==> src/rtl/adder_share_arbiter.sv <==
// ---------------------------------------------------------------------------
// adder_share_arbiter
//
// Purpose:
//   Shares a single 23-bit adder among NUM_REQ requesters. A round-robin
//   arbiter picks one requester and captures its operands. The shared adder
//   then computes a+b, and the result is presented on a valid/ready response
//   port. At most one add is in flight at a time. Sustained throughput is one
//   add every two cycles.
//
// Optional feature:
//   ADDER_ARB_OVF_EN - when defined, adds the rsp_ovf output. This flag reports
//                      signed two's-complement overflow of the returned sum.
//
// Ports:
//   clk        in   1              rising-edge clock
//   rst        in   1              synchronous, active-high reset
//   req        in   NUM_REQ        level request per requester
//   a_in       in   NUM_REQ*WIDTH  operand A, requester i at [i*WIDTH +: WIDTH]
//   b_in       in   NUM_REQ*WIDTH  operand B, same packing
//   gnt        out  NUM_REQ        one-hot grant, one-cycle pulse
//   rsp_valid  out  1              result valid
//   rsp_ready  in   1              result consumer ready
//   rsp_id     out  ID_W           requester that owns the result
//   rsp_sum    out  WIDTH          a+b modulo 2^WIDTH
//   rsp_carry  out  1              unsigned carry-out
//   rsp_ovf    out  1              signed overflow (ADDER_ARB_OVF_EN only)
// ---------------------------------------------------------------------------

// Plain 23-bit adder with carry-out; the resource being shared.
module adder_23bit (
    input  logic [22:0] a_i,
    input  logic [22:0] b_i,
    output logic [22:0] sum_o,
    output logic        carry_o
);
    assign {carry_o, sum_o} = {1'b0, a_i} + {1'b0, b_i};
endmodule

module adder_share_arbiter #(
    parameter int NUM_REQ = 4,
    parameter int WIDTH   = 23,
    parameter int ID_W    = 2
) (
    input  logic                     clk,
    input  logic                     rst,
    input  logic [NUM_REQ-1:0]       req,
    input  logic [NUM_REQ*WIDTH-1:0] a_in,
    input  logic [NUM_REQ*WIDTH-1:0] b_in,
    output logic [NUM_REQ-1:0]       gnt,
    output logic                     rsp_valid,
    input  logic                     rsp_ready,
    output logic [ID_W-1:0]          rsp_id,
    output logic [WIDTH-1:0]         rsp_sum,
    output logic                     rsp_carry
`ifdef ADDER_ARB_OVF_EN
    ,
    output logic                     rsp_ovf
`endif
);

    localparam int PTR_W = (NUM_REQ > 1) ? $clog2(NUM_REQ) : 1;
    localparam logic [PTR_W:0]   NREQ_C = (PTR_W + 1)'(NUM_REQ);
    localparam logic [PTR_W-1:0] LAST_C = PTR_W'(NUM_REQ - 1);

    typedef enum logic [1:0] {
        S_IDLE = 2'd0,
        S_CALC = 2'd1,
        S_RESP = 2'd2
    } state_t;

    state_t                state_q, state_d;
    logic [PTR_W-1:0]      ptr_q, ptr_d;
    logic [NUM_REQ-1:0]    gnt_q, gnt_d;
    logic [PTR_W-1:0]      op_id_q, op_id_d;
    logic [WIDTH-1:0]      op_a_q, op_a_d;
    logic [WIDTH-1:0]      op_b_q, op_b_d;
    logic                  rsp_valid_q, rsp_valid_d;
    logic [ID_W-1:0]       rsp_id_q, rsp_id_d;
    logic [WIDTH-1:0]      rsp_sum_q, rsp_sum_d;
    logic                  rsp_carry_q, rsp_carry_d;

    // Unpack the flat operand buses into per-requester arrays.
    logic [WIDTH-1:0] a_arr [NUM_REQ];
    logic [WIDTH-1:0] b_arr [NUM_REQ];

    genvar gi;
    generate
        for (gi = 0; gi < NUM_REQ; gi++) begin : g_unpack
            assign a_arr[gi] = a_in[gi*WIDTH +: WIDTH];
            assign b_arr[gi] = b_in[gi*WIDTH +: WIDTH];
        end
    endgenerate

    // Round-robin pick: first asserted request at ptr, ptr+1, ... wrapping.
    logic             win_found;
    logic [PTR_W-1:0] win_idx;
    logic [PTR_W:0]   scan_idx;

    always_comb begin
        win_found = 1'b0;
        win_idx   = '0;
        scan_idx  = '0;
        for (int k = 0; k < NUM_REQ; k++) begin
            scan_idx = {1'b0, ptr_q} + (PTR_W + 1)'(k);
            if (scan_idx >= NREQ_C) begin
                scan_idx = scan_idx - NREQ_C;
            end
            if (!win_found && req[scan_idx[PTR_W-1:0]]) begin
                win_found = 1'b1;
                win_idx   = scan_idx[PTR_W-1:0];
            end
        end
    end

    // The shared adder always sees the captured operands.
    logic [WIDTH-1:0] add_sum;
    logic             add_carry;

    adder_23bit u_adder (
        .a_i     (op_a_q),
        .b_i     (op_b_q),
        .sum_o   (add_sum),
        .carry_o (add_carry)
    );

    // Next-state and output logic.
    always_comb begin
        state_d     = state_q;
        ptr_d       = ptr_q;
        gnt_d       = '0;
        op_id_d     = op_id_q;
        op_a_d      = op_a_q;
        op_b_d      = op_b_q;
        rsp_valid_d = rsp_valid_q;
        rsp_id_d    = rsp_id_q;
        rsp_sum_d   = rsp_sum_q;
        rsp_carry_d = rsp_carry_q;

        case (state_q)
            S_IDLE: begin
                if (win_found) begin
                    state_d        = S_CALC;
                    gnt_d[win_idx] = 1'b1;
                    op_id_d        = win_idx;
                    op_a_d         = a_arr[win_idx];
                    op_b_d         = b_arr[win_idx];
                    ptr_d          = (win_idx == LAST_C) ? '0 : win_idx + 1'b1;
                end
            end
            S_CALC: begin
                state_d     = S_RESP;
                rsp_valid_d = 1'b1;
                rsp_id_d    = ID_W'(op_id_q);
                rsp_sum_d   = add_sum;
                rsp_carry_d = add_carry;
            end
            S_RESP: begin
                // The response is held until it is accepted. Acceptance is
                // also the next arbitration point, so back-to-back adds never
                // pass through IDLE.
                if (rsp_ready) begin
                    rsp_valid_d = 1'b0;
                    if (win_found) begin
                        state_d        = S_CALC;
                        gnt_d[win_idx] = 1'b1;
                        op_id_d        = win_idx;
                        op_a_d         = a_arr[win_idx];
                        op_b_d         = b_arr[win_idx];
                        ptr_d          = (win_idx == LAST_C) ? '0 : win_idx + 1'b1;
                    end else begin
                        state_d = S_IDLE;
                    end
                end
            end
            default: begin
                state_d = S_IDLE;
            end
        endcase
    end

    always_ff @(posedge clk) begin
        if (rst) begin
            state_q     <= S_IDLE;
            ptr_q       <= '0;
            gnt_q       <= '0;
            op_id_q     <= '0;
            op_a_q      <= '0;
            op_b_q      <= '0;
            rsp_valid_q <= 1'b0;
            rsp_id_q    <= '0;
            rsp_sum_q   <= '0;
            rsp_carry_q <= 1'b0;
        end else begin
            state_q     <= state_d;
            ptr_q       <= ptr_d;
            gnt_q       <= gnt_d;
            op_id_q     <= op_id_d;
            op_a_q      <= op_a_d;
            op_b_q      <= op_b_d;
            rsp_valid_q <= rsp_valid_d;
            rsp_id_q    <= rsp_id_d;
            rsp_sum_q   <= rsp_sum_d;
            rsp_carry_q <= rsp_carry_d;
        end
    end

`ifdef ADDER_ARB_OVF_EN
    // Signed overflow: the operands share a sign and the sum's sign differs.
    // This flag is captured and held together with rsp_sum.
    logic rsp_ovf_q, rsp_ovf_d;

    always_comb begin
        rsp_ovf_d = rsp_ovf_q;
        if (state_q == S_CALC) begin
            rsp_ovf_d = (op_a_q[WIDTH-1] == op_b_q[WIDTH-1]) &&
                        (add_sum[WIDTH-1] != op_a_q[WIDTH-1]);
        end
    end

    always_ff @(posedge clk) begin
        if (rst) begin
            rsp_ovf_q <= 1'b0;
        end else begin
            rsp_ovf_q <= rsp_ovf_d;
        end
    end

    assign rsp_ovf = rsp_ovf_q;
`else
    // Overflow reporting is not built; only sum and carry are returned.
`endif

    assign gnt       = gnt_q;
    assign rsp_valid = rsp_valid_q;
    assign rsp_id    = rsp_id_q;
    assign rsp_sum   = rsp_sum_q;
    assign rsp_carry = rsp_carry_q;

endmodule
==> config.mk <==
export PLATFORM = sky130hd
export DESIGN_NAME = adder_share_arbiter
export DESIGN_NICKNAME = d
export VERILOG_FILES = /design/src/rtl/adder_share_arbiter.sv
export SDC_FILE = /design/constraint.sdc
export NUM_CORES = 1
export LEC_CHECK = 0
export ABC_AREA = 1
export CAP_MARGIN = 20
export CELL_PAD_IN_SITES_DETAIL_PLACEMENT = 1
export CELL_PAD_IN_SITES_GLOBAL_PLACEMENT = 1
export CORE_MARGIN = 1
export CORE_UTILIZATION = 31
export DETAILED_ROUTE_END_ITERATION = 8
export PLACE_DENSITY_LB_ADDON = 0.2
export SLEW_MARGIN = 20
export SYNTH_ARGS = -nofsm -noshare
export SYNTH_HDL_FRONTEND = slang
export SYNTH_SLANG_ARGS = --single-unit
==> constraint.sdc <==
create_clock -name clk -period 2.8 [get_ports clk]
set_clock_uncertainty 0.15 [all_clocks]
set_input_delay 0.42 -clock clk [delete_from_list [all_inputs] [get_ports clk]]
set_output_delay 0.42 -clock clk [all_outputs]
set_load 0.03 [all_outputs]
## Word-level counts from Yosys, hierarchy flattened

Cells that the tools add are included.

| word-level totals | value |
|---|---|
| bits in registers | 83 |
| bits of input ports | 191 |
| output and inout port bits | 31 |

| operators by class | value |
|---|---|
| $add $sub $neg | 9 |
| order comparisons | 11 |
| equal/unequal tests | 5 |
| muxes and demuxes | 50 |
| bitwise gates (word level) | 1 |
| reduce and logical (&&, ||, !) cells | 13 |

Operators with widths:

| kind | number |
|---|---|
| 23-bit 2-to-1 mux | 8 |
| 23-bit binary-select mux with 2-bit select | 2 |
| 23-bit case mux with 2 select lines | 2 |
| 2-bit 2-to-1 mux | 15 |
| 23-bit by 23-bit adder with 24-bit output | 1 |
| 2-bit by 3-bit < comparator with 1-bit output, second input constant | 5 |
| 3-bit >= comparator, second input constant | 4 |
| 1-bit 2-to-1 mux | 11 |
| 1-bit binary-select mux with 2-bit select | 4 |
| 4-bit 2-to-1 mux | 2 |
| 2-bit case mux with 2 select lines | 2 |
| 4-bit case mux with 2 select lines | 1 |
| 2-bit by 1-bit subtractor with 2-bit output, second input constant | 4 |
| 2-bit by 2-bit adder with 3-bit output, second input constant | 2 |
| 2-bit case mux with 3 select lines | 1 |
| 2-bit AND reduction | 3 |
| 2-bit == test, second input constant | 2 |
| 1-bit logical AND | 4 |
| 2-bit inequality test, second input constant | 2 |
| 2-bit nonzero test | 2 |
| 2-bit by 1-bit adder with 3-bit output, second input constant | 1 |
| 2-bit by 3-bit >= comparator with 1-bit output, second input constant | 1 |
| 1-bit logical NOT | 3 |
| 2-bit NOT with 3-bit output | 1 |
| other kinds (6) | 6 |

## Depth between registers and ports, before layout

Gate-level depths: netlist of run 1.

| depth | value |
|---|---|
| word-level depth | 21 |
| depth in mapped cells | 17 |

## Cells and area by module

From an unflattened synthesis of run 1, not the netlist that was laid out.

| unflattened totals | value |
|---|---|
| cell total of the unflattened synthesis | 1,244 |
| area total of the unflattened synthesis | 6,832.8 µm² |

By module, submodules not included:

| module | instances | cells an instance | area each (µm²) | sequential area each (µm²) |
|---|---|---|---|---|
| adder_share_arbiter | 1 | 902 | 5,119.9 | 1,661.6 |
| adder_23bit | 1 | 342 | 1,712.9 | 0.0 |

## Least setup slack after synthesis of run 1

Ideal clock, no wire load.

| timing path | value |
|---|---|
| path kind | reg-to-reg |
| start | register op_a_q[0] |
| end | register rsp_sum_q[18], in the netlist rsp_sum[18] |
| data arrival time | 1,799 ps |
| data required time | 2,541 ps |
| path slack | 742 ps |
| stages on the path, launching flop included | 14 |
| buffers on the path | 0 |
| period minus slack after synthesis | 2,058 ps |
| cells stage by stage | dfxtp_1 -> ha_1 -> fa_1 -> nand3_1 -> nand2_1 -> a21oi_1 -> inv_1 -> nand2_1 -> nand2_1 -> nand2_1 -> a21o_1 -> nand3_1 -> nand2_1 -> inv_1 |

| on the way | value |
|---|---|
| word-level cells in the longest chain between the ends | 1 |

RTL lines:

| what | RTL line | RTL |
|---|---|---|
| start, declared | 76 | `logic [WIDTH-1:0] op_a_q, op_a_d;` |
| start signal, assigned | 199 | `op_a_q <= op_a_d;` |
| 23-bit by 23-bit adder with 24-bit output | 37 | `assign {carry_o, sum_o} = {1'b0, a_i} + {1'b0, b_i};` |
| end signal, assigned | 203 | `rsp_sum_q <= rsp_sum_d;` |
| end, declared | 80 | `logic [WIDTH-1:0] rsp_sum_q, rsp_sum_d;` |

Every way passes these cells.
A chain may end at the register's enable or synchronous reset.

## Worst setup path in the final report of run 1

| timing path | value |
|---|---|
| start | register ptr_q[0] |
| end | register op_a_q[18] |

| on the way | value |
|---|---|
| word-level cells in the longest chain between the ends | 21 |

RTL lines:

| what | RTL line | RTL |
|---|---|---|
| start, declared | 73 | `logic [PTR_W-1:0] ptr_q, ptr_d;` |
| start signal, assigned | 196 | `ptr_q <= ptr_d;` |
| parallel branches: the longest is 18 deep, another holds 2-bit by 1-bit adder with 3-bit output | n/a |  |
| 23-bit 2-to-1 mux (*) | 142, 164 |  |
| 23-bit 2-to-1 mux | 162 | `if (rsp_ready) begin` |
| 23-bit case mux with 2 select lines (*) | 140 | `case (state_q)` |

Every way passes the cells marked *. The select of a mux whose other input is x is not followed.

==> tab_implementation.tex, run 1 <==
\begin{tabular}{lr}
\hline
Metric & Value \\
\hline
\multicolumn{2}{l}{\textbf{Synthesis}} \\
\quad Share of the synthesized area in the top cell type & approximately 25\% \\
\quad Cell types with the largest area share after synthesis & sky130\_fd\_sc\_hd\_\_dfxtp\_1 (25\%), sky130\_fd\_sc\_hd\_\_nand2\_1 (17\%), sky130\_fd\_sc\_hd\_\_nor2\_1 (9.8\%), sky130\_fd\_sc\_hd\_\_inv\_1 (9.1\%), sky130\_fd\_sc\_hd\_\_nand3\_1 (8.9\%) \\
\quad Top cells by count, synth & sky130\_fd\_sc\_hd\_\_nand2\_1 (292), sky130\_fd\_sc\_hd\_\_nor2\_1 (171), sky130\_fd\_sc\_hd\_\_inv\_1 (159) \\
\quad Cell with the most instances after synthesis & sky130\_fd\_sc\_hd\_\_nand2\_1 \\
\quad Number of nets produced by synthesis & 1340 \\
\quad Cell area after synthesis & 6550 um2 \\
\quad Number of standard cells after synthesis & 1124 \\
\quad Total of warnings raised by yosys & 0 \\
\quad Share of synthesized registers carrying an async set or reset & 0\% \\
\quad Synth Register Bits & 83 \\
\quad Most area-hungry cell type in the Yosys netlist & sky130\_fd\_sc\_hd\_\_dfxtp\_1 \\
\quad Sequential-to-total area share from yosys stat & between 20\% and 30\% \\
\quad Synth unique cells & 35 \\
\quad EDFF count, synth & 0 \\
\quad Most used DFF post-synth & sky130\_fd\_sc\_hd\_\_dfxtp\_1 \\
\quad Post-synthesis area per instance & about 5.8 um2 \\
\multicolumn{2}{l}{\textbf{Floorplan}} \\
\quad Number of core rows & 52 \\
\quad Die area & 21700 um2 \\
\quad Number of ports placed on the die boundary & 222 \\
\quad Die height & roughly 150 um \\
\quad Core Box Area & 20500 um2 \\
\quad Starting utilization of the core area & 32.0\% \\
\quad Horizontal die dimension & 147 um \\
\multicolumn{2}{l}{\textbf{Clock tree}} \\
\quad Number of cells upsized or downsized after cts & 0 \\
\quad Buffers inserted during post-CTS setup optimization & 0 \\
\quad Largest buffer count on any clock path & 2 \\
\quad Number of sinks driven by the clock tree & 83 \\
\quad Insertion delay to the later sink of the worst-skew pair & 0.35 ns \\
\quad CTS H-tree lvls & 3 \\
\quad Clock tree root driver cell & sky130\_fd\_sc\_hd\_\_clkbuf\_16 \\
\quad TritonCTS buffer count & 9 \\
\quad CTS Hold Bufs & 0 \\
\quad Clock slew at reported path FFs & 0.06 ns \\
\quad CTS tree & done \\
\multicolumn{2}{l}{\textbf{Drt}} \\
\quad Top routing layer used & met4 \\
\quad Length of routed met3 wiring & approximately 1.1 mm \\
\quad Routed wire per std cell & 15.4 um \\
\quad Count of vias placed by the detailed router & 7709 \\
\quad Post-detailed-routing wire length & 24.4 mm \\
\quad Detailed router's first-iteration violation count & between 300 and 400 \\
\quad Remaining number of nets flagged by the antenna check after routing & 0 \\
\quad Routed vias/inst & a little under 5 \\
\quad Met2 layer wire length in the routed design & 11.3 mm \\
\quad Drc violations & 0 \\
\quad Number of search-and-repair iterations in the first detailed-routing pass & 4 \\
\quad Routed metal-1 wirelength & 11.6 mm \\
\multicolumn{2}{l}{\textbf{Setup path}} \\
\quad Category of the worst setup path launch point & register \\
\quad Slack of the worst reg-to-reg path & 0.23 ns \\
\quad Max FO, Critical Path & 17 \\
\quad Kind of end point of the critical path & register \\
\quad Worst endpoint required time & 2.89 ns \\
\quad Arr. time, crit path & 2.66 ns \\
\quad Category of the most critical setup path & reg2reg \\
\multicolumn{2}{l}{\textbf{Layout}} \\
\quad Fraction of layout cells with a size suffix above 1 & 4.17\% \\
\quad Number of filler instances in the final layout & 2737 \\
\quad Final layout net count & 1529 \\
\quad Inserted Diodes & 0 \\
\quad Post-layout instance count excluding filler cells & between 1500 and 2000 \\
\quad Post-Route Utilization & between 40\% and 50\% \\
\quad Layout overhead on the synthesized area & 42.2\% \\
\multicolumn{2}{l}{\textbf{GRT}} \\
\quad Maximum number of pins on one net before global-route repair & 56 \\
\quad Aggregate global-route resource usage & 23.1\% \\
\quad Via count of the first global-routing pass & 7688 \\
\quad Global-route wire length before repair & between 30 and 40 mm \\
\quad Leftover overflow at the end of global routing & 0 \\
\quad Antenna violations before repair & 0 \\
\multicolumn{2}{l}{\textbf{Power and ir drop}} \\
\quad Largest voltage drop on the vdd net & 0.720 mV \\
\quad P\_leak & 4.74 nW \\
\quad Pwr Total & 11.0 mW \\
\quad Power per cell area & 1180 nW/um2 \\
\multicolumn{2}{l}{\textbf{Placed design}} \\
\quad Number of port buffers & between 200 and 250 \\
\quad Placed Cells & between 1500 and 2000 \\
\quad Worst setup slack before clock tree synthesis & approximately 0.009 ns \\
\quad Placed wire-length estimate & around 20 mm \\
\quad Last weighted congestion value of the routability-driven placer & 0.847 \\
\multicolumn{2}{l}{\textbf{STA}} \\
\quad Final Hold Vio Count & 0 \\
\quad Slew of the pin with the lowest slew margin & 0.488 ns \\
\quad Sum of negative setup slack & 0 ns \\
\quad Unrepaired setup endpoints after global routing & no \\
\quad Final setup violation count & 0 \\
\quad Maximum operating frequency & roughly 390 MHz \\
\quad Max-slew violation total from the final report & 0 \\
\quad Final worst-path setup slack & 0.235 ns \\
\quad Slew HR & 67.5\% \\
\quad Post-route clock period utilization & slightly above 90\% \\
\quad Final Critical Period & 2.57 ns \\
\multicolumn{2}{l}{\textbf{Worst hold path}} \\
\quad Worst min-delay path category & reg2reg \\
\multicolumn{2}{l}{\textbf{Run status}} \\
\quad Outcome & complete, no violations \\
\multicolumn{2}{l}{\textbf{Run}} \\
\quad Number of max-cap violations & 0 \\
\hline
\end{tabular}
critical path, cell delays in order, from the launching register on:
cell,delay [ns]
sky130_fd_sc_hd__dfxtp_1,0.58
sky130_fd_sc_hd__inv_4,0.13
sky130_fd_sc_hd__nand2_1,0.09
sky130_fd_sc_hd__nand2_1,0.08
sky130_fd_sc_hd__nand2_1,0.08
sky130_fd_sc_hd__nand2_1,0.08
sky130_fd_sc_hd__nor2_4,0.11
sky130_fd_sc_hd__nand3_2,0.16
sky130_fd_sc_hd__nand3_4,0.20
sky130_fd_sc_hd__buf_4,0.24
sky130_fd_sc_hd__buf_4,0.19
sky130_fd_sc_hd__nand2_1,0.07
sky130_fd_sc_hd__nand3_1,0.07
sky130_fd_sc_hd__nand2_1,0.06
sky130_fd_sc_hd__nor2_1,0.11
sky130_fd_sc_hd__nor2_1,0.05
metal layers:
metal	vias to the layer above	track usage [%]
li1	3946	-
met1	3559	30.4
met2	182	38.4
met3	22	4.04
met4	0	7.01
met5	-	0
cell type report:
type / count / area, um2 / area share, %
Clock inverter: 5 / 83.8 / 0.900
Clock buffer: 11 / 243 / 2.61
Timing Repair Buffer: 243 / 2460 / 26.5
Sequential cell: 83 / 1660 / 17.8
Inverter: 166 / 626 / 6.72
Multi-Input combinational cell: 810 / 3890 / 41.8
Tap cell: 270 / 338 / 3.63
cells by family (layout without fill, tap and decap cells):
| group | after synthesis | in the layout | share of synthesized area [%] |
|---|---|---|---|
| flops | 83 | 83 | 25.4 |
| simple gates | 658 | 658 | 43.6 |
| xor+xnor | 12 | 12 | 1.60 |
| buf+inv | 231 | 425 | 15.3 |
| compound gates | 115 | 115 | 9.29 |
| fa+ha+maj | 25 | 25 | 4.89 |
report_power, final:
group | leakage, nW | internal, mW | switching (mW)
sequential | 0.688 | 1.64 | 0.331
combinational | 3.90 | 2.76 | 4.96
clock | 0.152 | 0.809 | 0.507
flip-flops by register name, indices dropped and copies added (netlist names):
| register | flops |
|---|---|
| gnt | 4 |
| op_a_q | 23 |
| op_b_q | 23 |
| op_id_q | 2 |
| ptr_q | 2 |
| rsp_carry | 1 |
| rsp_id | 2 |
| rsp_sum | 23 |
| rsp_valid | 1 |
| state_q | 2 |
metrics by stage:
stage          instance area (um2)  hold slack, ns
2_1_floorplan                 6550           0.294
3_3_place_gp                  8980           0.312
3_5_place_dp                  8980           0.337
4_1_cts                       9310           0.344
5_1_grt                       9310           0.359
6_report                      9310           0.339
worst paths after layout:
path              from          to  cells after the start
max           ptr_q[0]  op_a_q[18]                     15
min reg2reg  rsp_valid   rsp_valid                      2
min          rsp_valid   rsp_valid                      2
max reg2reg   ptr_q[0]  op_a_q[18]                     15
layout by cell type (no fill, tap or decap):
| master | count |
|---|---|
| sky130_fd_sc_hd__nand2_1 | 291 |
| sky130_fd_sc_hd__clkbuf_1 | 1 |
| sky130_fd_sc_hd__nor2_4 | 1 |
| sky130_fd_sc_hd__inv_1 | 159 |
| sky130_fd_sc_hd__nor3_1 | 5 |
| sky130_fd_sc_hd__clkinv_1 | 1 |
| sky130_fd_sc_hd__nand3_4 | 1 |
| sky130_fd_sc_hd__nand2_2 | 5 |
| sky130_fd_sc_hd__a211oi_1 | 3 |
| sky130_fd_sc_hd__o21bai_1 | 1 |
| sky130_fd_sc_hd__dfxtp_1 | 83 |
| sky130_fd_sc_hd__inv_2 | 5 |
| sky130_fd_sc_hd__a31oi_1 | 2 |
| sky130_fd_sc_hd__nand4_1 | 62 |
| sky130_fd_sc_hd__and2_1 | 1 |
| sky130_fd_sc_hd__xnor2_1 | 2 |
| sky130_fd_sc_hd__clkbuf_8 | 1 |
| sky130_fd_sc_hd__clkdlybuf4s50_1 | 221 |
| sky130_fd_sc_hd__fa_1 | 1 |
| sky130_fd_sc_hd__clkbuf_16 | 9 |
| sky130_fd_sc_hd__o21a_1 | 1 |
| sky130_fd_sc_hd__and3_1 | 1 |
| sky130_fd_sc_hd__o21ai_0 | 72 |
| sky130_fd_sc_hd__nand3_1 | 115 |
| sky130_fd_sc_hd__xor2_1 | 10 |
| sky130_fd_sc_hd__buf_12 | 7 |
| sky130_fd_sc_hd__bufinv_16 | 2 |
| sky130_fd_sc_hd__clkinvlp_4 | 2 |
| sky130_fd_sc_hd__nor2_1 | 171 |
| sky130_fd_sc_hd__or2_2 | 1 |
| sky130_fd_sc_hd__o211ai_1 | 2 |
| sky130_fd_sc_hd__a21oi_1 | 29 |
| sky130_fd_sc_hd__a21o_1 | 3 |
| sky130_fd_sc_hd__nor2_8 | 2 |
| sky130_fd_sc_hd__ha_1 | 24 |
| sky130_fd_sc_hd__buf_4 | 15 |
| sky130_fd_sc_hd__inv_6 | 1 |
| sky130_fd_sc_hd__nand3_2 | 2 |
| sky130_fd_sc_hd__o31ai_1 | 2 |
| sky130_fd_sc_hd__inv_4 | 1 |
(Power assumes the default switching activity.)
==> run 2: changes to the inputs <==
Settings changed: MAX_ROUTING_LAYER from default to met4.
Clock period 2.8 ns to 2.75 ns, I/O delays scaled along.
==> run 2 against run 1 <==
Compared with the run above: global-route usage rose by 1.2 points; clock power fell by 9.8%; worst setup slack improved by 0.087 ns; final cell count rose by 0.57%; die area did not move; flip-flop and latch count did not move.
==> tab_implementation.tex, run 2 (synthesis gave the netlist of run 1 again) <==
\begin{tabular}{lr}
\hline
Metric & Value \\
\hline
\multicolumn{2}{l}{\textbf{Setup path}} \\
\quad Max FO, Critical Path & 28 \\
\quad Arr. time, crit path & between 2 and 3 ns \\
\quad R2R cell count & 14 \\
\quad Category of the most critical setup path & reg2reg \\
\quad Kind of end point of the critical path & register \\
\quad Category of the worst setup path launch point & register \\
\quad Worst endpoint required time & between 2 and 3 ns \\
\quad Slack of the worst reg-to-reg path & 0.32 ns \\
\quad Reg2Reg Capture Point & op\_a\_q[18] \\
\quad Startpoint of the worst register-to-register path & ptr\_q[0] \\
\multicolumn{2}{l}{\textbf{Layout}} \\
\quad Layout overhead on the synthesized area & 43.1\% \\
\quad Most frequent cells in the layout & sky130\_fd\_sc\_hd\_\_nand2\_1 (291), sky130\_fd\_sc\_hd\_\_clkdlybuf4s50\_1 (221), sky130\_fd\_sc\_hd\_\_nor2\_1 (171) \\
\quad Post-layout instance count excluding filler cells & 1597 \\
\quad Leading cell type in the layout, fill and taps excluded & sky130\_fd\_sc\_hd\_\_nand2\_1 \\
\quad Final instance area & 9370 um2 \\
\quad Final layout net count & 1537 \\
\quad Fraction of layout cells with a size suffix above 1 & 4.90\% \\
\multicolumn{2}{l}{\textbf{Clock tree}} \\
\quad Insertion delay to the later sink of the worst-skew pair & around 0.35 ns \\
\quad CTS tree & done \\
\quad CTS H-tree lvls & 3 \\
\quad CTS Hold Bufs & 0 \\
\quad Buffers inserted during post-CTS setup optimization & 0 \\
\quad TritonCTS buffer count & 9 \\
\quad Number of sinks driven by the clock tree & 83 \\
\quad Clock tree root driver cell & sky130\_fd\_sc\_hd\_\_clkbuf\_16 \\
\quad Clock slew at reported path FFs & $\sim$0.070 ns \\
\quad Largest buffer count on any clock path & 2 \\
\multicolumn{2}{l}{\textbf{Drt}} \\
\quad Drc violations & 0 \\
\quad Number of search-and-repair iterations in the first detailed-routing pass & 4 \\
\quad Count of vias placed by the detailed router & 7690 \\
\quad Detailed router's first-iteration violation count & 263 \\
\quad Routed vias/inst & slightly below 5 \\
\quad Remaining number of nets flagged by the antenna check after routing & 0 \\
\quad Routed wire per std cell & $\sim$16 um \\
\quad Post-detailed-routing wire length & 25.0 mm \\
\multicolumn{2}{l}{\textbf{STA}} \\
\quad Final Hold Vio Count & 0 \\
\quad Maximum operating frequency & 412 MHz \\
\quad Slew of the pin with the lowest slew margin & 0.422 ns \\
\quad Final worst-path setup slack & roughly 0.32 ns \\
\quad Worst slack on hold paths & 0.327 ns \\
\quad Sum of negative setup slack & 0 ns \\
\quad Slew HR & 71.9\% \\
\quad Max-slew violation total from the final report & 0 \\
\quad Unrepaired setup endpoints after global routing & no \\
\quad Post-route clock period utilization & 88.3\% \\
\quad Final Critical Period & 2.43 ns \\
\quad Final setup violation count & 0 \\
\multicolumn{2}{l}{\textbf{Floorplan}} \\
\quad Die height & between 100 and 150 um \\
\quad Core Box Area & 20500 um2 \\
\quad Number of core rows & 52 \\
\quad Number of ports placed on the die boundary & between 200 and 250 \\
\quad Die area & 21700 um2 \\
\quad Starting utilization of the core area & a little under a third \\
\quad Horizontal die dimension & 147 um \\
\multicolumn{2}{l}{\textbf{Worst hold path}} \\
\quad Worst min-delay path category & reg2reg \\
\quad Cell depth of the worst min-delay path & 2 \\
\quad Start point of the worst hold path & rsp\_valid \\
\quad Hold Crit Endpoint & rsp\_valid \\
\multicolumn{2}{l}{\textbf{GRT}} \\
\quad Via count of the first global-routing pass & 7831 \\
\quad Global-route wire length before repair & about 40 mm \\
\quad Antenna violations before repair & 1 \\
\quad Aggregate global-route resource usage & roughly 24\% \\
\quad Maximum number of pins on one net before global-route repair & 58 \\
\quad Leftover overflow at the end of global routing & 0 \\
\multicolumn{2}{l}{\textbf{Power and ir drop}} \\
\quad P\_leak & 4.78 nW \\
\quad Power per cell area & 1220 nW/um2 \\
\quad Largest voltage drop on the vdd net & $\sim$0.47 mV \\
\multicolumn{2}{l}{\textbf{Placed design}} \\
\quad Number of port buffers & 221 \\
\quad Placed wire-length estimate & 19.9 mm \\
\quad Placed Cells & 1580 \\
\quad Instance area after placement & 9080 um2 \\
\quad Last weighted congestion value of the routability-driven placer & $\sim$0.86 \\
\quad Worst setup slack before clock tree synthesis & -0.0329 ns \\
\multicolumn{2}{l}{\textbf{Run status}} \\
\quad Outcome & complete, no violations \\
\multicolumn{2}{l}{\textbf{Run}} \\
\quad Number of max-cap violations & 0 \\
\hline
\end{tabular}
run 2: cell count changes in the layout (fill, tap and decap cells not counted), sizes merged:
cell	previous run	this run
clkinvlp	2	1
bufinv	2	0
inv	166	169
buf	22	30
clkbuf	11	9
clkinv	1	3
diode	0	1
run 2: worst max-delay path by stage:
| stage | endpoint | slack, ns | cells past startpoint | start |
|---|---|---|---|---|
| 6_report | op_a_q[18] | 0.32 | 14 | ptr_q[0] |
| 3_3_place_gp | op_a_q[14] | 0.05 | 14 | req[1] |
| 3_5_place_dp | op_a_q[18] | -0.03 | 14 | req[1] |
| 2_1_floorplan | rsp_sum[18] | 0.69 | 13 | op_a_q[0] |
| 4_1_cts | op_a_q[18] | 0.16 | 14 | ptr_q[0] |
| 5_1_grt | op_a_q[18] | 0.09 | 14 | ptr_q[0] |
run 2: what timing repair did:
| item | CTS | global route |
|---|---|---|
| gates resized for setup | 0 | 1 |
| setup endpoints to repair | 0 | 14 |
| hold endpoints to repair | 0 | 0 |
run 2: routing by layer:
layer	vias up	GRT usage [%]	wire, um
met5	-	-	0
met4	0	6.55	486
met3	25	3.66	991
met2	187	37.5	11500
met1	3525	32.7	12000
li1	3953	-	-
run 2: power breakdown:
part / internal, mW / total, mW / switching, mW
Clock: 0.628 / 1.19 / 0.563
Sequential: 1.68 / 2.01 / 0.334
Combinational: 3.01 / 8.22 / 5.21
Total: 5.31 / 11.4 / 6.11
run 2: worst max-delay path, cell delays in order, from the launching register on:
cell and delay, ns:
sky130_fd_sc_hd__dfxtp_2 0.46, sky130_fd_sc_hd__inv_4 0.10, sky130_fd_sc_hd__nand2_1 0.08, sky130_fd_sc_hd__nand2_1 0.08, sky130_fd_sc_hd__nand2_1 0.08, sky130_fd_sc_hd__nand2_1 0.09, sky130_fd_sc_hd__nor2_4 0.11, sky130_fd_sc_hd__nand3_2 0.12
sky130_fd_sc_hd__nand3_4 0.26, sky130_fd_sc_hd__buf_12 0.22, sky130_fd_sc_hd__nand2_1 0.07, sky130_fd_sc_hd__nand3_1 0.09, sky130_fd_sc_hd__nand2_1 0.06, sky130_fd_sc_hd__nor2_1 0.23, sky130_fd_sc_hd__nor2_1 0.08
run 2: layout make-up:
type,count,area (um2)
fill,2771,11100
multi-input combinational,810,3890
timing repair buffer,251,2560
sequential,83,1660
inverter,166,626
tap,270,338
clock buffer,9,225
clock inverter,7,58.8
antenna,1,2.50
run 2: metrics by stage:
step	total power [mW]	util, %
floorplan	7.58	-
finish	11.4	45.7
global route	12.6	45.7
CTS	11.5	45.7
detailed placement	10.3	44.3
global placement	10.1	44.3
==> run 3: changes to the inputs <==
Settings changed: CORE_UTILIZATION 31 to 30.
==> run 3 against run 2 <==
Compared with the run above: final cell count increased by 0.31%; routed wire length decreased by 2.1%; first-iteration DRC count decreased by 3.8%; sequential power about the same; register-to-register slack got worse by 0.03 ns; critical path depth decreased by 1; global-route usage decreased by 0.72 points; clock-buffer cell count unchanged; non-clock buffer count increased by 2; utilization decreased by 1.3 points; flip-flop and latch count unchanged; sequential share of layout area decreased by 0.094 points; critical endpoint is now op_a_q[12]; largest power group unchanged.
==> tab_implementation.tex, run 3 (synthesis gave the netlist of run 1 again) <==
\begin{tabular}{lr}
\hline
Metric & Value \\
\hline
\multicolumn{2}{l}{\textbf{STA}} \\
\quad Post-route clock period utilization & 89.3\% \\
\quad Final worst-path setup slack & 0.294 ns \\
\quad Sum of negative setup slack & 0 ns \\
\quad Final setup violation count & 0 \\
\quad Final Hold Vio Count & 0 \\
\quad Max-slew violation total from the final report & 0 \\
\quad Slew HR & 75.2\% \\
\quad Unrepaired setup endpoints after global routing & no \\
\quad Maximum operating frequency & approximately 410 MHz \\
\quad Final Critical Period & 2.46 ns \\
\quad Slew of the pin with the lowest slew margin & 0.371 ns \\
\multicolumn{2}{l}{\textbf{Layout}} \\
\quad Final layout net count & 1539 \\
\quad Area taken by multi-input logic gates & 3890 um2 \\
\quad Post-layout instance count excluding filler cells & between 1500 and 2000 \\
\quad Sequential standard cell area & 1660 um2 \\
\quad Inserted Diodes & 0 \\
\quad Most frequent cells in the layout & sky130\_fd\_sc\_hd\_\_nand2\_1 (291), sky130\_fd\_sc\_hd\_\_clkdlybuf4s50\_1 (221), sky130\_fd\_sc\_hd\_\_nor2\_1 (171) \\
\quad Layout overhead on the synthesized area & 43.8\% \\
\quad Leading cell type in the layout, fill and taps excluded & sky130\_fd\_sc\_hd\_\_nand2\_1 \\
\quad Fraction of layout cells with a size suffix above 1 & around 5.0\% \\
\quad Number of filler instances in the final layout & 2840 \\
\quad Final instance area & 9420 um2 \\
\multicolumn{2}{l}{\textbf{Setup path}} \\
\quad Reg2Reg Capture Point & op\_a\_q[12] \\
\quad Worst endpoint required time & roughly 2.8 ns \\
\quad Max FO, Critical Path & 26 \\
\quad R2R cell count & 13 \\
\quad Slack of the worst reg-to-reg path & 0.29 ns \\
\quad Category of the most critical setup path & reg2reg \\
\quad Arr. time, crit path & approximately 2.5 ns \\
\quad Startpoint of the worst register-to-register path & ptr\_q[1] \\
\quad Kind of end point of the critical path & register \\
\quad Category of the worst setup path launch point & register \\
\multicolumn{2}{l}{\textbf{Placed design}} \\
\quad Instance area after placement & 9100 um2 \\
\quad Worst setup slack before clock tree synthesis & -0.0490 ns \\
\quad Placed wire-length estimate & approximately 20 mm \\
\quad Placed Cells & 1587 \\
\quad Last weighted congestion value of the routability-driven placer & 0.848 \\
\quad Number of port buffers & between 200 and 250 \\
\multicolumn{2}{l}{\textbf{Run status}} \\
\quad Outcome & complete, no violations \\
\multicolumn{2}{l}{\textbf{Power and ir drop}} \\
\quad Pwr Total & around 12 mW \\
\quad Largest voltage drop on the vdd net & roughly 0.46 mV \\
\quad Power per cell area & 1220 nW/um2 \\
\quad P\_leak & 4.80 nW \\
\multicolumn{2}{l}{\textbf{GRT}} \\
\quad Aggregate global-route resource usage & between 20\% and 30\% \\
\quad Global-route wire length before repair & 40.0 mm \\
\quad Via count of the first global-routing pass & 7825 \\
\quad Antenna violations before repair & 0 \\
\quad Leftover overflow at the end of global routing & 0 \\
\quad Maximum number of pins on one net before global-route repair & 56 \\
\multicolumn{2}{l}{\textbf{Floorplan}} \\
\quad Horizontal die dimension & approximately 150 um \\
\quad Number of core rows & 53 \\
\quad Die height & 150 um \\
\quad Core Box Area & about 21000 um2 \\
\quad Number of ports placed on the die boundary & 222 \\
\quad Die area & 22400 um2 \\
\quad Starting utilization of the core area & 30.9\% \\
\multicolumn{2}{l}{\textbf{Clock tree}} \\
\quad Clock slew at reported path FFs & 0.06 ns \\
\quad Insertion delay to the later sink of the worst-skew pair & 0.35 ns \\
\quad TritonCTS buffer count & 9 \\
\quad CTS tree & done \\
\quad Largest buffer count on any clock path & 2 \\
\quad Number of sinks driven by the clock tree & 83 \\
\quad Clock tree root driver cell & sky130\_fd\_sc\_hd\_\_clkbuf\_16 \\
\quad Buffers inserted during post-CTS setup optimization & 0 \\
\quad CTS H-tree lvls & 3 \\
\quad CTS Hold Bufs & 0 \\
\multicolumn{2}{l}{\textbf{Drt}} \\
\quad Drc violations & 0 \\
\quad Remaining number of nets flagged by the antenna check after routing & 0 \\
\quad Routed vias/inst & 4.80 \\
\quad Number of search-and-repair iterations in the first detailed-routing pass & 4 \\
\quad Routed wire per std cell & between 15 and 20 um \\
\quad Post-detailed-routing wire length & 24.4 mm \\
\quad Count of vias placed by the detailed router & $\sim$7700 \\
\quad Detailed router's first-iteration violation count & 253 \\
\multicolumn{2}{l}{\textbf{Worst hold path}} \\
\quad Worst min-delay path category & reg2reg \\
\quad Cell depth of the worst min-delay path & 2 \\
\quad Hold Crit Endpoint & rsp\_valid \\
\quad Start point of the worst hold path & rsp\_valid \\
\multicolumn{2}{l}{\textbf{Run}} \\
\quad Number of max-cap violations & 0 \\
\hline
\end{tabular}
[run 3: worst max path at each step]
stage          startpoint     endpoint  slack, ns  cells after the start
2_1_floorplan   op_a_q[0]  rsp_sum[18]       0.69                     13
3_3_place_gp       req[2]   op_a_q[12]      0.009                     14
3_5_place_dp       req[2]   op_a_q[12]      -0.05                     14
4_1_cts          ptr_q[0]   op_a_q[12]       0.16                     13
5_1_grt          ptr_q[1]   op_a_q[21]       0.09                     13
6_report         ptr_q[1]   op_a_q[12]       0.29                     13
[run 3: repair_timing]
item	4_1_cts	5_1_grt
endpoints found under the setup margin	0	3
resized for setup	0	1
endpoints found under the hold margin	0	0
[run 3: report_power, final]
part | total, mW | internal (mW) | switching (mW)
clock | 1.29 | 0.793 | 0.499
combinational | 8.23 | 3.03 | 5.19
sequential | 2.00 | 1.68 | 0.321
[run 3: metal layers]
| metal | track usage [%] | up-vias | share of wire, % |
|---|---|---|---|
| li1 | - | 3968 | - |
| met1 | 30.3 | 3511 | 47 |
| met2 | 38.3 | 184 | 47 |
| met3 | 3.48 | 24 | 4.4 |
| met4 | 6.11 | 0 | 1.5 |
| met5 | - | - | 0 |
[run 3: final cells by class]
class                      count  area share [%]
inverter                     166            6.64
clock buffer                   9            2.39
clock inverter                 6           0.956
tap                          275            3.65
sequential                    83            17.7
timing repair buffer         253            27.4
multi-input combinational    810            41.3
[run 3: per-stage QoR]
stage,utilization [%],hold slack [ns]
floorplan,-,0.294
finish,44.4,0.331
detailed placement,42.9,0.327
global route,44.4,0.366
global placement,42.9,0.314
CTS,44.4,0.337
[run 3: worst max-delay path: stages, from the launching register on]
cell and delay, ns:
sky130_fd_sc_hd__dfxtp_1 0.47, sky130_fd_sc_hd__inv_2 0.11, sky130_fd_sc_hd__nand2_1 0.09, sky130_fd_sc_hd__nand2_2 0.08, sky130_fd_sc_hd__nor2_1 0.16, sky130_fd_sc_hd__nor2_1 0.08, sky130_fd_sc_hd__nand3_2 0.12, sky130_fd_sc_hd__buf_4 0.34
sky130_fd_sc_hd__buf_12 0.19, sky130_fd_sc_hd__nand4_1 0.09, sky130_fd_sc_hd__nand3_1 0.12, sky130_fd_sc_hd__nand2_1 0.05, sky130_fd_sc_hd__nor2_1 0.19, sky130_fd_sc_hd__nor2_1 0.06
==> patch, RTL diff (settings of run 1) <==
Encoding of `state_t`: now one-hot (3 bits for 3 states).
--- a/src/rtl/adder_share_arbiter.sv
+++ b/src/rtl/adder_share_arbiter.sv
@@ -64,8 +64,8 @@
     localparam logic [PTR_W-1:0] LAST_C = PTR_W'(NUM_REQ - 1);
 
-    typedef enum logic [1:0] {
-        S_IDLE = 2'd0,
-        S_CALC = 2'd1,
-        S_RESP = 2'd2
+    typedef enum logic [2:0] {
+        S_IDLE = 3'b001,
+        S_CALC = 3'b010,
+        S_RESP = 3'b100
     } state_t;
 
Function: same outputs for any inputs over 4 cycles, from zero or initial values and one cycle with rst high; so few cycles prove little.
==> patch against run 1 <==
Via count shrank 6.7%. Routed wire length shrank 0.25%. Critical path depth shrank 1. Sequential cell count grew 1. Synthesized area shrank 8.1%. Total power shrank 6.7%. Setup slack gained 0.011 ns. Final area shrank 4.4%. Highest routed layer unchanged.
==> patch: results (changes against run 1) <==
status = completed
antenna violations before repair = 2 (+2)
M1 WL = 10900 µm (-6.1%)
Starting DRT DRC Count = 285 (-15%)
ratio of cells with drive above 1 in the final layout = 5.25% (+1.1 points)
CP Data Required Time = 2.93 ns (+0.04 ns)
signal buffers share of area = 28.6% (+2.1 points)
grt met1 use = 31.7% (+1.3 points)
multi-input logic area = 0.00381 mm² (-2.3%)
clkbuf count = 10 (-1)
Clk pwr share = 11.6% (-0.4 points)
met2 usage = 44.0% (+5.6 points)
first-pass GRT wire length = 39100 µm (-0.96%)
total track usage = 25.3% (+2.2 points)
worst vdd ir = 0.542 mV (-25%)
met3 wire len = 1210 µm (+11%)
Max-slew headroom = 55.7% (-12 points)
clock network share of area = 3.30% (-0.20 points)
total vias in the final route = 7193 (-6.7%)
Crit path largest cell delay = 0.51 ns (-0.07 ns)
Seq area share = 18.9% (+1.0 points)
crit path max fanout = 27 (+10)
Comb pwr share = 69.9% (-0.2 points)
gpl congestion = 0.913 (+7.8%)
nets = 1409 (-7.8%)
met2 WL = 11900 µm (+5.3%)
Sw Pwr = 5.35 mW (-7.8%)
final wirelength = 24400 µm (-0.25%)
pre-CTS setup slack = -0.0899 ns (-0.0989 ns)
Synth area leaders = dfxtp_1 (28%), nand2_1 (16%), nand3_1 (15%), nor2_1 (7.9%), o21ai_0 (6.0%)
count of multi-input gates = 780 (-3.7%)
crit path max-delay cell type = nor2_4
FILL cells = 2539 (-7.2%)
Mapped Nets = 1198 (-11%)
largest net degree at the start of global routing = 50 (-11%)
num sequential = 84 (+1.2%)
GR Util met3 = 5.43% (+1.4 points)
most frequent cells after synthesis = nand2_1 (262), nand3_1 (183), nor2_1 (126), dfxtp_1 (84), o21ai_0 (72)
Leak = 4.04 nW (-15%)
Non-CTS inverters = 65 (-61%)
register area share after synthesis = 27.9% (+2.6 points)
vias in the first global route = 7321 (-4.8%)
diode count = 1 (+1)
non-clock buffer total of the final layout = 254 (+4.5%)
==> patch: changes by cell type after synthesis, sizes merged, moves of 4 or more <==
cell    change
nand4      -51
inv       -100
nor2       -43
nor3        +4
o21bai     +12
nand3      +67
buf        -13
a21oi       +7
nand2      -32
o21a        +9
==> patch: cells by family after synthesis <==
| family | Yosys count | synth area share (%) |
|---|---|---|
| xor+xnor | 10 | 1.45 |
| buf+inv | 119 | 8.94 |
| flops | 84 | 27.9 |
| compound gates | 144 | 13.4 |
| simple gates | 602 | 43.1 |
| fa+ha+maj | 24 | 5.11 |
==> patch: stage by stage <==
stage / cell area [µm²] / instances
floorplan: 6020 / 983
global placement: 8600 / 1443
detailed placement: 8600 / 1443
CTS: 8900 / 1459
global route: 8900 / 1460
finish: 8900 / 1460
==> patch: worst paths after layout <==
path	to	slack, ns
setup / recovery	op_a_q[17]	0.25
hold reg to reg	rsp_valid	0.32
setup reg to reg	op_a_q[17]	0.25
hold / removal	rsp_valid	0.32
